--- config.mk ---
export PLATFORM = sky130hd
export DESIGN_NAME = dat_mem_mover
export DESIGN_NICKNAME = d
export VERILOG_FILES = /design/src/rtl/dat_mem_mover.sv
export SDC_FILE = /design/constraint.sdc
export NUM_CORES = 1
export LEC_CHECK = 0
export BUFFER_PORTS_ARGS = -buffer_cell sky130_fd_sc_hd__buf_4
export CORE_UTILIZATION = 40
export CTS_BUF_LIST = sky130_fd_sc_hd__clkbuf_8
export DETAILED_ROUTE_END_ITERATION = 10
export PLACE_DENSITY = 0.67
export SLEW_MARGIN = 20
export SYNTH_ARGS = -nofsm -noshare
export SYNTH_HDL_FRONTEND = slang
export SYNTH_SLANG_ARGS = --single-unit
--- constraint.sdc ---
create_clock -name clk -period 2 [get_ports clk]
set_input_delay 0.2 -clock clk [delete_from_list [all_inputs] [get_ports clk]]
set_output_delay 0.2 -clock clk [all_outputs]
set_load 0.02 [all_outputs]
--- src/rtl/dat_mem_mover.sv ---
// Block-copy engine: moves len bytes from src_addr to dst_addr over the data-memory port,
// one read cycle followed by one write cycle per byte.
module dat_mem_mover #(
    parameter int AW = 8,
    parameter int DW = 8
) (
    input  logic          clk,
    input  logic          reset,
    input  logic          start,
    input  logic [AW-1:0] src_addr,
    input  logic [AW-1:0] dst_addr,
    input  logic [AW-1:0] len,
    output logic          busy,
    output logic          done,
    output logic [AW-1:0] mem_addr,
    output logic          mem_wr_en,
    output logic [DW-1:0] mem_dat_in,
    input  logic [DW-1:0] mem_dat_out
);

    typedef enum logic [1:0] {
        IDLE  = 2'd0,
        READ  = 2'd1,
        WRITE = 2'd2,
        DONE  = 2'd3
    } state_t;

    state_t        state;
    logic [AW-1:0] src_ptr;
    logic [AW-1:0] dst_ptr;
    logic [AW-1:0] remaining;
    logic [DW-1:0] data_q;

    // Handshake: start is a request sampled only in IDLE (no ready signal; a start seen in
    // any other state is dropped). done is a one-cycle completion pulse, busy marks ownership
    // of the memory port for the whole READ/WRITE sequence.
    // Port outputs are registered with the value belonging to the state being entered,
    // so the memory port never sees a combinational path from the request inputs.
    always_ff @(posedge clk) begin
        if (reset) begin
            state      <= IDLE;
            src_ptr    <= '0;
            dst_ptr    <= '0;
            remaining  <= '0;
            data_q     <= '0;
            busy       <= 1'b0;
            done       <= 1'b0;
            mem_addr   <= '0;
            mem_wr_en  <= 1'b0;
            mem_dat_in <= '0;
        end else begin
            busy       <= 1'b0;
            done       <= 1'b0;
            mem_addr   <= '0;
            mem_wr_en  <= 1'b0;
            mem_dat_in <= '0;
            case (state)
                IDLE: begin
                    if (start) begin
                        src_ptr   <= src_addr;
                        dst_ptr   <= dst_addr;
                        remaining <= len;
                        if (len != '0) begin
                            state    <= READ;
                            busy     <= 1'b1;
                            mem_addr <= src_addr;
                        end else begin
                            state <= DONE;
                            done  <= 1'b1;
                        end
                    end
                end
                READ: begin
                    data_q     <= mem_dat_out;
                    src_ptr    <= src_ptr + 1'b1;
                    state      <= WRITE;
                    busy       <= 1'b1;
                    mem_addr   <= dst_ptr;
                    mem_wr_en  <= 1'b1;
                    mem_dat_in <= mem_dat_out;
                end
                WRITE: begin
                    dst_ptr   <= dst_ptr + 1'b1;
                    remaining <= remaining - 1'b1;
                    if (remaining == {{(AW-1){1'b0}}, 1'b1}) begin
                        state <= DONE;
                        done  <= 1'b1;
                    end else begin
                        state    <= READ;
                        busy     <= 1'b1;
                        mem_addr <= src_ptr;
                    end
                end
                DONE: begin
                    state <= IDLE;
                end
                default: begin
                    state <= IDLE;
                end
            endcase
        end
    end

endmodule

After elaboration in Yosys (flattened, before gate mapping)
Cells that the tools add are included.

Bits in registers: 45. Logic and storage cells: 48.

Add/sub/neg operators: 3. Equal/unequal tests: 5. Multiplexer cells: 23. Bitwise gates (word level): 1. Reduce and logical (&&, ||, !) cells: 7.

Operators by type and width (number): 8-bit two-way mux (6); 8-bit case mux with 2 select lines (3); 8-bit case mux with 3 select lines (1); 8-bit by 1-bit adder with 8-bit output (second input constant) (2); 8-bit by 1-bit == test with 1-bit output (second input constant) (1); 2-bit case mux with 4 select lines (1); 8-bit nonzero test (1); 8-bit by 1-bit subtractor with 8-bit output (second input constant) (1); 1-bit two-way mux (7); 2-bit two-way mux (3); 2-bit == test (second input constant) (2); 2-bit AND reduction (2); 2-bit nonzero test (2); 1-bit case mux with 3 select lines (1); 2-bit by 1-bit == test with 1-bit output (second input constant) (1); 2-bit logical NOT (1); 2-bit inequality test (second input constant) (1); 1-bit case mux with 2 select lines (1); 2-bit OR reduction (1); 1-bit inverter (1).

Logic depth before layout (Yosys ltp)
Word-level depth: 4. Depth in mapped cells: 6. Depth with buffers taken out: 6.

Least setup slack after synthesis
OpenSTA, ideal clock, no wires.

Path type: reg-to-reg. From: reg remaining[2]. To: reg busy. Setup time: 127 ps. Arrival: 1638 ps. Path slack: 235 ps. Cell stages (with the launch flop): 5. Buffers on the path: 0. Clock period less this slack: 1765 ps. Cells stage by stage: dfxtp_1 > or4_4 > nor4b_4 > nor3_2 > or3_1.

Longest elaborated chain between the ends: 3.

RTL lines: start: declaration (line 31) `logic [AW-1:0] remaining;`; start signal: assignment (line 62) `remaining <= len;`; start signal: assignment (line 84) `remaining <= remaining - 1'b1;`; 8-bit by 1-bit == test with 1-bit output (line 85) `if (remaining == {{(AW-1){1'b0}}, 1'b1}) begin`; 1-bit two-way mux (line 85); 1-bit case mux with 3 select lines (line 57) `case (state)`; end signal: assignment (line 52) `busy <= 1'b0;`; end signal: assignment (line 65) `busy <= 1'b1;`; end signal: assignment (line 90) `busy <= 1'b1;`; end: declaration (line 13) `output logic busy,`.

Every way passes these cells. A chain may end at the register's enable or synchronous reset.

Worst setup path after layout
From: reg remaining[2]. To: reg mem_addr[4].

Longest elaborated chain between the ends: 3.

RTL lines: 8-bit by 1-bit == test with 1-bit output (line 85); 8-bit two-way mux (line 85); 8-bit case mux with 3 select lines (line 57); end signal: assignment (line 66) `mem_addr <= src_addr;`; end signal: assignment (line 78) `mem_addr <= dst_ptr;`; end signal: assignment (line 91) `mem_addr <= src_ptr;`; end: declaration (line 15) `output logic [AW-1:0] mem_addr,`.

Every way passes these cells.

==> out/metrics.cfg <==
[power]
power_frac_clock_pct=33.1
comb_power_share_pct=18.3
intPower_mw=1.56
peakVddDrop_mv=0.364
p_leak_nw=1.12
powerDensity_nw_per_um2=774
fin_total_pwr_mw=2.11
switching_share_pct=26.4
switching_power_mw=0.559
pwr-share-seq_pct=48.6

[sta]
finalSetupTns_ps=0
tightest_slew_ps=556
setup_viol=0
max_clock_freq_mhz=541
drv_slew=0
timing.hold.ws_ps=100
period_needed_ps=1850
finalCritPeriodShare_pct=92.5
hold_violations=0
fin_skew_ps=6.29
grt_setup_unrepaired=false
fin_ws_ps=150
slew-limit-headroom_pct=62.8

[route]
ant_nets=0
routed_wl_mm=5.23
wl_per_cell_um=14.3
drt_iter0_drc=122
drc=0
dr.pass1.iters=4
num_vias=1946
vias_per_cell=5.33

[setup_path]
critPathArrivalTime_ps=2040
cp-start-kind=flop
worstSetupPathType=flop to flop
rr_endpoint=mem_addr[4]$_SDFF_PP0_
reg2reg_depth=4
crit_fanout=9
r2r_start=remaining[2]$_SDFFE_PP0P_
end_kind=flop
rrSetupSlack_ps=150
worstPathRequired_ps=2190

[global_routing]
grt_pass1_vias=1786
grtUsageTotal_pct=20.7
grt_pass1_wl_mm=8.51
grt_antenna_before_repair=0
grt_max_degree=32
gr-total-overflow=0

[layout]
diodes=0
final_cell_area_um2=2730
nets=336
synthToLayoutAreaGrowth_pct=31.6
fin_cells=365
post-route-util_pct=56.4
nFillCells=465
final_layout_size_suffix_gt1_share_pct=27.9

[placed_design]
placedCellCount=357
io_buffers=53
post-place-ws_ps=104
place.gp.congestion=0.852
place.detailed.hpwl_mm=3.77
place_area_um2=2610

[hold_path]
hold_class=input port to flop
worstHoldStart=mem_dat_out[7]
whs_path_depth=2
hold_path_end=mem_dat_in[7]$_SDFF_PP0_

[synthesis]
ys_seq_area_share_pct=43.4
synth_area_um2=2080
synthDistinctLibCells=48
ys_ff_latch=45
synth_edf_count=0
syn-instance-count=236
synth.yosys.warnings=0
ys_async_sr_fraction_pct=0
ys.flop_type=dfxtp_1
synth_area_per_cell_um2=8.80
syn-num-nets=275

[floorplan]
start_util_pct=42.8
rows=25
dieHeight_um=74.1
die_area_um2=5480
core_um2=4850
fp.dieW_um=74.1
num_io_pins=54

[flow_run]
maxCapViolCount=0

[clock_tree]
clk_latency_ps=300
cts_tree=built
cts-resized-gates=0
cts-root-buf=clkbuf_8
cts_made_buffers=5
clk_pin_slew_ps=80
post_cts.repair.setup_buffers=0
htree_num_levels=2
ctsHoldBuffers=0
numClockSinks=45
clock_path_buffers=2

[outcome]
status=finished clean

critical path, stage by stage, from the launching register on:
cell     delay [ps]
dfxtp_1         360
or4_4           590
nor4b_4         310
nor3_4          120
a221o_1         360
area by class of cell:
type | count | area [um2] | share of cell area, %
clock inverter | 2 | 33.8 | 1.24
sequential | 45 | 901 | 33.0
tap | 67 | 83.8 | 3.07
inverter | 9 | 33.8 | 1.24
clock buffer | 6 | 82.6 | 3.02
timing repair buffer | 66 | 495 | 18.1
multi-input combinational | 170 | 1100 | 40.3
per-layer routing:
| metal | global-route usage [%] | up-vias | part of all wire (%) |
|---|---|---|---|
| li1 | - | 990 | - |
| met1 | 26.5 | 875 | 46 |
| met2 | 34.1 | 74 | 46 |
| met3 | 4.07 | 7 | 6.0 |
| met4 | 8.55 | 0 | 1.6 |
| met5 | 0 | - | 0 |
cells in the mapped netlist, types with 2 or more instances:
cell | instances | area, um2
and2_1 | 15 | 93.8
clkbuf_1 | 8 | 30.0
or4_1 | 2 | 15.0
a221oi_1 | 3 | 26.3
a31oi_1 | 3 | 18.8
nor3_1 | 8 | 40.0
a211oi_1 | 8 | 60.1
nor4_1 | 3 | 18.8
nor2_1 | 19 | 71.3
ha_1 | 4 | 50.1
or3_1 | 2 | 12.5
o211ai_1 | 2 | 15.0
inv_1 | 9 | 33.8
nand3b_1 | 2 | 15.0
nand4_1 | 2 | 12.5
nand3_1 | 6 | 30.0
o21ai_0 | 7 | 35.0
dfxtp_1 | 45 | 901
o221a_2 | 2 | 22.5
a221o_1 | 8 | 80.1
buf_1 | 3 | 11.3
nand2_1 | 20 | 75.1
xnor2_1 | 2 | 17.5
o21bai_1 | 2 | 15.0
a32oi_1 | 2 | 17.5
o22ai_1 | 5 | 31.3
nor2b_1 | 4 | 25.0
nor3_2 | 2 | 20.0
nand2b_1 | 2 | 12.5
a21oi_1 | 18 | 90.1
registers in the layout, summed over array words and instances (netlist names):
| register | flops |
|---|---|
| busy | 1 |
| done | 1 |
| dst_ptr | 8 |
| mem_addr | 8 |
| mem_dat_in | 8 |
| mem_wr_en | 1 |
| remaining | 8 |
| src_ptr | 8 |
| state | 2 |
how the worst max path moves through the flow:
stage / from / end / slack, ps / cells after the start
after floorplan: remaining[2]$_SDFFE_PP0P_ / busy$_SDFF_PP0_ / 230 / 4
after global placement: remaining[2]$_SDFFE_PP0P_ / busy$_SDFF_PP0_ / 150 / 4
after detailed placement: remaining[2]$_SDFFE_PP0P_ / mem_addr[4]$_SDFF_PP0_ / 100 / 4
after CTS: remaining[2]$_SDFFE_PP0P_ / mem_addr[4]$_SDFF_PP0_ / 90 / 4
after global routing: remaining[3]$_SDFFE_PP0P_ / mem_addr[6]$_SDFF_PP0_ / 30 / 4
final: remaining[2]$_SDFFE_PP0P_ / mem_addr[4]$_SDFF_PP0_ / 150 / 4
placed cells by master (no fill, tap or decap), types with 4 or more instances in the layout:
master    count
buf_4        66
dfxtp_1      45
nand2_1      20
nor2_1       19
a21oi_1      18
and2_1       15
inv_1        10
a211oi_1      8
nor3_1        8
a221o_1       8
o21ai_0       7
nand3_1       6
clkbuf_8      6
o22ai_1       5
nor2b_1       4
ha_1          4
power groups by stage:
stage               clock network, mW  logic [mW]  registers, mW
floorplan                           0       0.213           1.05
global placement                    0       0.380           1.04
detailed placement                  0       0.385           1.05
CTS                             0.721       0.389           1.03
global route                    0.751       0.431           1.04
finish                          0.700       0.387           1.03
logic make-up after synthesis:
family / synth area share, %
AND/OR/NAND/NOR: 26.0
AO/OA/AOI/OAI: 22.6
flip-flops: 43.4
buffers and inverters: 3.86
adder cells (fa/ha/maj): 2.41
XOR/XNOR: 1.27
multiplexers: 0.542
(Power assumes the default switching activity.)
